===== config.mk =====
export PLATFORM = sky130hd
export DESIGN_NAME = data_ram_ctrl_flat
export DESIGN_NICKNAME = d
export VERILOG_FILES = /design/src/rtl/data_ram_pkg.sv /design/src/rtl/data_ram_ctrl_if.sv /design/src/rtl/byte_en_ram.sv /design/src/rtl/data_ram_ctrl.sv /design/src/flat_wrapper.sv
export SDC_FILE = /design/constraint.sdc
export NUM_CORES = 2
export LEC_CHECK = 0
export CORE_ASPECT_RATIO = 1.4
export CORE_MARGIN = 2
export CORE_UTILIZATION = 35
export CTS_CLUSTER_DIAMETER = 40
export DETAILED_ROUTE_END_ITERATION = 12
export PLACE_DENSITY_LB_ADDON = 0.3
export SETUP_SLACK_MARGIN = 0.15
export SYNTH_ARGS = -nofsm -noshare
export SYNTH_HDL_FRONTEND = slang
export SYNTH_SLANG_ARGS = --single-unit

===== constraint.sdc =====
create_clock -name clk -period 3.55 [get_ports clk]
set_input_delay 0.355 -clock clk [delete_from_list [all_inputs] [get_ports clk]]
set_output_delay 0.355 -clock clk [all_outputs]
set_load 0.01 [all_outputs]

===== src/rtl/data_ram_pkg.sv =====
// data_ram_pkg
// Shared types and width helpers for the data RAM controller.
//   ram_state_t    : controller FSM state encoding
//   bytes_per_word : number of byte lanes in a data word
//   byte_off_width : number of low address bits that select a byte within a word
//   idx_width      : width of a word index (at least 1 bit)
package data_ram_pkg;

  typedef enum logic {
    ST_INIT  = 1'b0,
    ST_READY = 1'b1
  } ram_state_t;

  function automatic int unsigned bytes_per_word(input int unsigned data_width);
    return data_width / 8;
  endfunction

  function automatic int unsigned byte_off_width(input int unsigned data_width);
    return (data_width > 8) ? $clog2(data_width / 8) : 0;
  endfunction

  function automatic int unsigned idx_width(input int unsigned depth);
    return (depth > 1) ? $clog2(depth) : 1;
  endfunction

endpackage


===== src/rtl/data_ram_ctrl_if.sv =====
// data_ram_ctrl_if
// Request/response bus between a requester and the data RAM controller.
//   Req_Valid_i / Req_Ready_o : request handshake (accepted when both high)
//   Write_Enable_i            : 1 = write, 0 = read
//   Byte_Enable_i             : per-byte write mask
//   Address_i                 : byte address
//   Write_Data_i              : write data
//   Read_Data_o / Read_Valid_o: registered read data and its one-cycle strobe
//   Addr_Error_o              : one-cycle pulse for a rejected access
//   Init_Done_o               : memory clear complete
// The slave modport is used by the controller, master by the requester.
interface data_ram_ctrl_if #(
  parameter int unsigned DATA_WIDTH = 32,
  parameter int unsigned ADDR_WIDTH = 32
);

  logic                      Req_Valid_i;
  logic                      Req_Ready_o;
  logic                      Write_Enable_i;
  logic [DATA_WIDTH/8-1:0]   Byte_Enable_i;
  logic [ADDR_WIDTH-1:0]     Address_i;
  logic [DATA_WIDTH-1:0]     Write_Data_i;
  logic [DATA_WIDTH-1:0]     Read_Data_o;
  logic                      Read_Valid_o;
  logic                      Addr_Error_o;
  logic                      Init_Done_o;

  modport slave (
    input  Req_Valid_i, Write_Enable_i, Byte_Enable_i, Address_i, Write_Data_i,
    output Req_Ready_o, Read_Data_o, Read_Valid_o, Addr_Error_o, Init_Done_o
  );

  modport master (
    output Req_Valid_i, Write_Enable_i, Byte_Enable_i, Address_i, Write_Data_i,
    input  Req_Ready_o, Read_Data_o, Read_Valid_o, Addr_Error_o, Init_Done_o
  );

endinterface


===== src/rtl/byte_en_ram.sv =====
// byte_en_ram
// Single-port word RAM with synchronous byte-masked write and registered read.
//   clk     : clock
//   reset   : synchronous active-low reset (clears the read register only)
//   i_we    : write strobe; only lanes with i_be set are updated
//   i_re    : read strobe; loads o_rdata from the addressed word
//   i_be    : byte lane mask
//   i_idx   : word index
//   i_wdata : write data
//   o_rdata : registered read data, holds until the next read strobe
module byte_en_ram
  import data_ram_pkg::*;
#(
  parameter  int unsigned DEPTH      = 64,
  parameter  int unsigned DATA_WIDTH = 32,
  localparam int unsigned IDX_W      = idx_width(DEPTH),
  localparam int unsigned NBYTES     = bytes_per_word(DATA_WIDTH)
) (
  input  logic                  clk,
  input  logic                  reset,
  input  logic                  i_we,
  input  logic                  i_re,
  input  logic [NBYTES-1:0]     i_be,
  input  logic [IDX_W-1:0]      i_idx,
  input  logic [DATA_WIDTH-1:0] i_wdata,
  output logic [DATA_WIDTH-1:0] o_rdata
);

  logic [DATA_WIDTH-1:0] r_mem [DEPTH];
  logic [DATA_WIDTH-1:0] r_rdata;

  // Array contents are not reset; the controller clears them word by word.
  always_ff @(posedge clk) begin
    if (i_we) begin
      for (int b = 0; b < int'(NBYTES); b++) begin
        if (i_be[b]) r_mem[i_idx][b*8 +: 8] <= i_wdata[b*8 +: 8];
      end
    end
  end

  always_ff @(posedge clk) begin
    if (!reset) begin
      r_rdata <= '0;
    end else if (i_re) begin
      r_rdata <= r_mem[i_idx];
    end
  end

  assign o_rdata = r_rdata;

endmodule


===== src/rtl/data_ram_ctrl.sv =====
// data_ram_ctrl
// Memory-mapped data RAM controller. After reset it zeroes every word (one per
// cycle), then serves one read or write per cycle. Accesses below BASE_ADDR,
// beyond the last word, or not word-aligned are rejected with a one-cycle
// Addr_Error_o pulse and leave memory untouched.
//   clk   : clock, all state updates on the rising edge
//   reset : synchronous active-low reset
//   bus   : request/response bus (slave side), see data_ram_ctrl_if
//
// state    | meaning
// ---------+-------------------------------------------------------------
// ST_INIT  | clearing word r_init_cnt; requests ignored, not ready
// ST_READY | memory cleared; one request accepted per cycle
module data_ram_ctrl
  import data_ram_pkg::*;
#(
  parameter int unsigned           MEMORY_DEPTH = 64,
  parameter int unsigned           DATA_WIDTH   = 32,
  parameter int unsigned           ADDR_WIDTH   = 32,
  parameter logic [ADDR_WIDTH-1:0] BASE_ADDR    = 32'h1001_0000
) (
  input  logic           clk,
  input  logic           reset,
  data_ram_ctrl_if.slave bus
);

  localparam int unsigned NBYTES = bytes_per_word(DATA_WIDTH);
  localparam int unsigned OFF_W  = byte_off_width(DATA_WIDTH);
  localparam int unsigned IDX_W  = idx_width(MEMORY_DEPTH);

  localparam logic [ADDR_WIDTH-1:0] OFF_MASK = ADDR_WIDTH'((64'd1 << OFF_W) - 64'd1);
  localparam logic [ADDR_WIDTH-1:0] DEPTH_A  = ADDR_WIDTH'(MEMORY_DEPTH);
  localparam logic [IDX_W-1:0]      LAST_IDX = IDX_W'(MEMORY_DEPTH - 1);

  ram_state_t             r_state;
  ram_state_t             w_next_state;
  logic [IDX_W-1:0]       r_init_cnt;
  logic                   r_read_valid;
  logic                   r_addr_err;

  logic [ADDR_WIDTH-1:0]  w_offset;
  logic [ADDR_WIDTH-1:0]  w_word_idx;
  logic                   w_bad_addr;

  logic                   w_req_ready;
  logic                   w_init_done;
  logic                   w_ram_we;
  logic                   w_ram_re;
  logic [NBYTES-1:0]      w_ram_be;
  logic [IDX_W-1:0]       w_ram_idx;
  logic [DATA_WIDTH-1:0]  w_ram_wdata;
  logic                   w_err_set;
  logic [DATA_WIDTH-1:0]  w_ram_rdata;

  // Unsigned subtraction: addresses below the base wrap to a huge index,
  // but they are caught explicitly by the below-base compare anyway.
  assign w_offset   = bus.Address_i - BASE_ADDR;
  assign w_word_idx = w_offset >> OFF_W;
  assign w_bad_addr = (bus.Address_i < BASE_ADDR)
                    | (w_word_idx >= DEPTH_A)
                    | (|(bus.Address_i & OFF_MASK));

  always_ff @(posedge clk) begin
    if (!reset) begin
      r_state      <= ST_INIT;
      r_init_cnt   <= '0;
      r_read_valid <= 1'b0;
      r_addr_err   <= 1'b0;
    end else begin
      r_state      <= w_next_state;
      if (r_state == ST_INIT) r_init_cnt <= r_init_cnt + IDX_W'(1);
      r_read_valid <= w_ram_re;
      r_addr_err   <= w_err_set;
    end
  end

  always_comb begin
    w_next_state = r_state;
    w_req_ready  = 1'b0;
    w_init_done  = 1'b0;
    w_ram_we     = 1'b0;
    w_ram_re     = 1'b0;
    w_ram_be     = '0;
    w_ram_idx    = r_init_cnt;
    w_ram_wdata  = '0;
    w_err_set    = 1'b0;
    case (r_state)
      ST_INIT: begin
        w_ram_we = 1'b1;
        w_ram_be = '1;
        if (r_init_cnt == LAST_IDX) w_next_state = ST_READY;
      end
      ST_READY: begin
        w_req_ready = 1'b1;
        w_init_done = 1'b1;
        w_ram_idx   = w_word_idx[IDX_W-1:0];
        w_ram_be    = bus.Byte_Enable_i;
        w_ram_wdata = bus.Write_Data_i;
        if (bus.Req_Valid_i) begin
          if (w_bad_addr)              w_err_set = 1'b1;
          else if (bus.Write_Enable_i) w_ram_we  = 1'b1;
          else                         w_ram_re  = 1'b1;
        end
      end
      default: w_next_state = ST_INIT;
    endcase
  end

  byte_en_ram #(
    .DEPTH      (MEMORY_DEPTH),
    .DATA_WIDTH (DATA_WIDTH)
  ) u_ram (
    .clk     (clk),
    .reset   (reset),
    .i_we    (w_ram_we),
    .i_re    (w_ram_re),
    .i_be    (w_ram_be),
    .i_idx   (w_ram_idx),
    .i_wdata (w_ram_wdata),
    .o_rdata (w_ram_rdata)
  );

  assign bus.Req_Ready_o  = w_req_ready;
  assign bus.Init_Done_o  = w_init_done;
  assign bus.Read_Data_o  = w_ram_rdata;
  assign bus.Read_Valid_o = r_read_valid;
  assign bus.Addr_Error_o = r_addr_err;

endmodule


===== src/flat_wrapper.sv =====
// flat-port wrapper written by rule: the top's interface ports become plain ports
module data_ram_ctrl_flat import data_ram_pkg::*;
#(
  parameter int unsigned           MEMORY_DEPTH = 64,
  parameter int unsigned           DATA_WIDTH   = 32,
  parameter int unsigned           ADDR_WIDTH   = 32,
  parameter logic [ADDR_WIDTH-1:0] BASE_ADDR    = 32'h1001_0000
)
  (clk, reset, bus_Req_Valid_i, bus_Write_Enable_i, bus_Byte_Enable_i, bus_Address_i, bus_Write_Data_i, bus_Req_Ready_o, bus_Read_Data_o, bus_Read_Valid_o, bus_Addr_Error_o, bus_Init_Done_o);
  data_ram_ctrl_if #(.DATA_WIDTH(DATA_WIDTH), .ADDR_WIDTH(ADDR_WIDTH)) bus_i ();
  input  logic clk;
  input  logic reset;
  input wire logic [$bits(bus_i.Req_Valid_i)-1:0] bus_Req_Valid_i;
  input wire logic [$bits(bus_i.Write_Enable_i)-1:0] bus_Write_Enable_i;
  input wire logic [$bits(bus_i.Byte_Enable_i)-1:0] bus_Byte_Enable_i;
  input wire logic [$bits(bus_i.Address_i)-1:0] bus_Address_i;
  input wire logic [$bits(bus_i.Write_Data_i)-1:0] bus_Write_Data_i;
  output wire logic [$bits(bus_i.Req_Ready_o)-1:0] bus_Req_Ready_o;
  output wire logic [$bits(bus_i.Read_Data_o)-1:0] bus_Read_Data_o;
  output wire logic [$bits(bus_i.Read_Valid_o)-1:0] bus_Read_Valid_o;
  output wire logic [$bits(bus_i.Addr_Error_o)-1:0] bus_Addr_Error_o;
  output wire logic [$bits(bus_i.Init_Done_o)-1:0] bus_Init_Done_o;
  assign bus_i.Req_Valid_i = bus_Req_Valid_i;
  assign bus_i.Write_Enable_i = bus_Write_Enable_i;
  assign bus_i.Byte_Enable_i = bus_Byte_Enable_i;
  assign bus_i.Address_i = bus_Address_i;
  assign bus_i.Write_Data_i = bus_Write_Data_i;
  assign bus_Req_Ready_o = bus_i.Req_Ready_o;
  assign bus_Read_Data_o = bus_i.Read_Data_o;
  assign bus_Read_Valid_o = bus_i.Read_Valid_o;
  assign bus_Addr_Error_o = bus_i.Addr_Error_o;
  assign bus_Init_Done_o = bus_i.Init_Done_o;
  data_ram_ctrl #(.MEMORY_DEPTH(MEMORY_DEPTH), .DATA_WIDTH(DATA_WIDTH), .ADDR_WIDTH(ADDR_WIDTH), .BASE_ADDR(BASE_ADDR)) u_core (.clk(clk), .reset(reset), .bus(bus_i));
endmodule

==> results.json <==
{
  "cts-root-buf": "clkbuf_16",
  "synth-seq-area-share": 0.812,
  "clock.fmax_ghz": 0.319,
  "min_period_ns": 3.14,
  "synth_top_area_share": 0.801,
  "cts.htree.levels": 4,
  "tns_ns": 0,
  "fin_cells": 7861,
  "clockBufferDepth": 4,
  "critPathArrivalTime_ns": 3.67,
  "dpl.cell_count": 7514,
  "ys_seq_elements": 2089,
  "multi_input_area_sq_mm": 0.0132,
  "powerDensity_mw_per_mm2": 540,
  "ctsResizeCount": 0,
  "worstPathCellList": "clkdlybuf4s50_1, nor4_1, and4_1, nand3_1, nor4_1, buf_4, and3_1, buf_12, a21boi_4, buf_12, nor3_1, buf_4",
  "pre_cts_slack_ns": -0.466,
  "grt_usage": 0.201,
  "cts_setup_buffers": 0,
  "slowest_delay_ns": 0.82,
  "rsz0062_at_grt": "no",
  "numPortBuffers": 107,
  "gp_congestion": 0.840,
  "nNetsFinal": 4913,
  "start_kind": "input port",
  "ys_warn_count": 0,
  "tightest_slew_ns": 1.16,
  "slew_headroom": 0.229,
  "top_layer": "met5",
  "syn_inst": 4292,
  "coreArea_sq_mm": 0.218,
  "async_flop_share": 0,
  "vias": 44900,
  "numCtsBuffers": 194,
  "drc": 0,
  "final-max-slew-violation-count": 0,
  "yosys-top-cells-area": "edfxtp_1 (80%), a22oi_1 (10%), a41oi_1 (2.0%)",
  "wl_met2_mm": 117,
  "syn-num-nets": 4365,
  "ant_nets": 0,
  "hpwl_mm": 146,
  "endpoint_kind": "flop",
  "gr-total-overflow": 0,
  "die_h_microns": 558,
  "grt_pass1_vias": 44800,
  "area_delta_synth_final_pct": 19.8,
  "whs_ns": 0.312,
  "finalWorstSetupSlack_ns": 0.413,
  "drt-wirelength-per-cell_microns": 29.1,
  "final_cell_area_sq_mm": 0.0920,
  "cp_max_fo": 25,
  "yosysMostFrequentCell": "edfxtp_1",
  "p_leak_nw": 29.6,
  "setup_viol": 0,
  "cts_hold_buffers": 0,
  "drive_above_1_share": 0.186,
  "cts_tree": "done",
  "dr.pass1.iters": 6,
  "drt-initial-drc-count": 5255,
  "wl_met1_mm": 88.9,
  "num_rows": 203,
  "holdPathStages": 3,
  "via_per_inst": 5.71,
  "netlist_top_cells_count": "edfxtp_1 (2048), a22oi_1 (1044), nor3_1 (223)",
  "antenna_found_initial": 9,
  "required_ns": 4.09,
  "grt_pass1_wl_mm": 325,
  "wl_met3_mm": 14.7,
  "cts_sinks": 2089,
  "placed_area_sq_mm": 0.0858,
  "ys_types": 45,
  "routed_wl_mm": 229,
  "synth_top_area_cell": "edfxtp_1",
  "start_util": 0.352,
  "finalClockSkew_ns": 0.0307,
  "grt_max_degree": 73,
  "cpMaxStageDelayCell": "nor4_1",
  "r2r_cells": 9,
  "synth_flop_cell": "edfxtp_1",
  "regArea_sq_mm": 0.0623,
  "synth_edf_count": 2048,
  "clock_latency_ns": 0.83,
  "run_status": "finished clean",
  "netlist_area_sq_mm": 0.0768,
  "clkTransAtPathRegs_ns": 0.06,
  "hold_viol": 0,
  "dieArea_sq_mm": 0.223,
  "hold_path_class": "in -> reg",
  "dieWidth_microns": 400,
  "maxCapViolCount": 0,
  "vdd_drop_max_mv": 0.521,
  "finalCritPeriodShare": 0.884,
  "num_io_pins": 108,
  "path_class": "in -> reg",
  "fillers": 19100,
  "syn_area_per_cell_sq_um": 17.9
}
per-stage QoR:
step,total power [mW],util
6_report,49.7,0.422
5_1_grt,51.0,0.422
4_1_cts,50.0,0.422
3_5_place_dp,29.6,0.393
3_3_place_gp,29.6,0.393
2_1_floorplan,28.4,-
final timing paths:
path / to / slack (ns) / startpoint
setup / recovery: u_core.u_ram.r_mem[51][30] / 0.41 / bus_Address_i[25]
setup reg to reg: u_core.u_ram.o_rdata[21] / 0.41 / u_core.r_state
hold reg to reg: u_core.u_ram.o_rdata[20] / 0.57 / u_core.u_ram.o_rdata[20]
hold / removal: u_core.bus.Addr_Error_o / 0.31 / bus_Req_Valid_i
worst max-delay path: cells and delay by family:
kind / cells / cell delay, ns
AND/OR/NAND/NOR: 6 / 1.88
buffers and inverters: 5 / 1.26
AO/OA/AOI/OAI: 1 / 0.14
cells by family after synthesis:
kind of cell | share of synthesized area
xor gates and xnor gates | 0.000799
muxes | 0.000407
adders and majority gates | 0.000163
and+or+nand+nor | 0.0357
buffers and inverters | 0.0194
AOI/OAI and AO/OA | 0.132
DFF | 0.812
per-layer routing:
layer	global-route usage	up-vias
met3	0.0255	380
met4	0.0700	6
met1	0.254	23300
met5	0	-
met2	0.351	1964
li1	-	19200
registers in the layout, summed over array words and instances, names as in the netlist:
register	flops
u_core.u_ram.r_mem	2048
u_core.u_ram.o_rdata	32
u_core.r_init_cnt	6
u_core.bus.Addr_Error_o	1
u_core.bus.Read_Valid_o	1
u_core.r_state	1
layout make-up:
cell class              instances  area share
diodes                          2   0.0000544
clock buffers                 229      0.0552
clock inverters               116      0.0121
inverters                       2   0.0000816
multi-input cells            1858       0.144
flip-flops and latches       2089       0.677
well taps                    2870      0.0390
repair buffers                695      0.0725
power breakdown:
| group | internal [mW] | switching, mW | leakage, nW |
|---|---|---|---|
| Clock | 11.6 | 8.98 | 3.00 |
| Sequential | 26.8 | 0.0380 | 20.3 |
| Combinational | 0.806 | 1.48 | 6.34 |
placed cells by master, fill, tap and decap left out, types with 13 or more instances in the layout:
cell type	netlist	layout
nand2_1	21	15
buf_12	0	95
clkbuf_16	0	198
nor3_1	223	223
o21ai_0	19	19
edfxtp_1	2048	2048
a41oi_1	172	172
a22oi_1	1044	1043
clkinv_2	0	26
clkinv_1	0	44
clkbuf_1	183	30
nor4_1	36	36
bufinv_16	0	19
nand4_1	97	97
nor2_1	49	46
dfxtp_1	41	40
clkdlybuf4s50_1	0	106
buf_4	3	493
a21oi_1	67	65
o211a_1	13	13
and2_2	0	25
and3_1	21	21
Power figures use the tool's default switching activity.
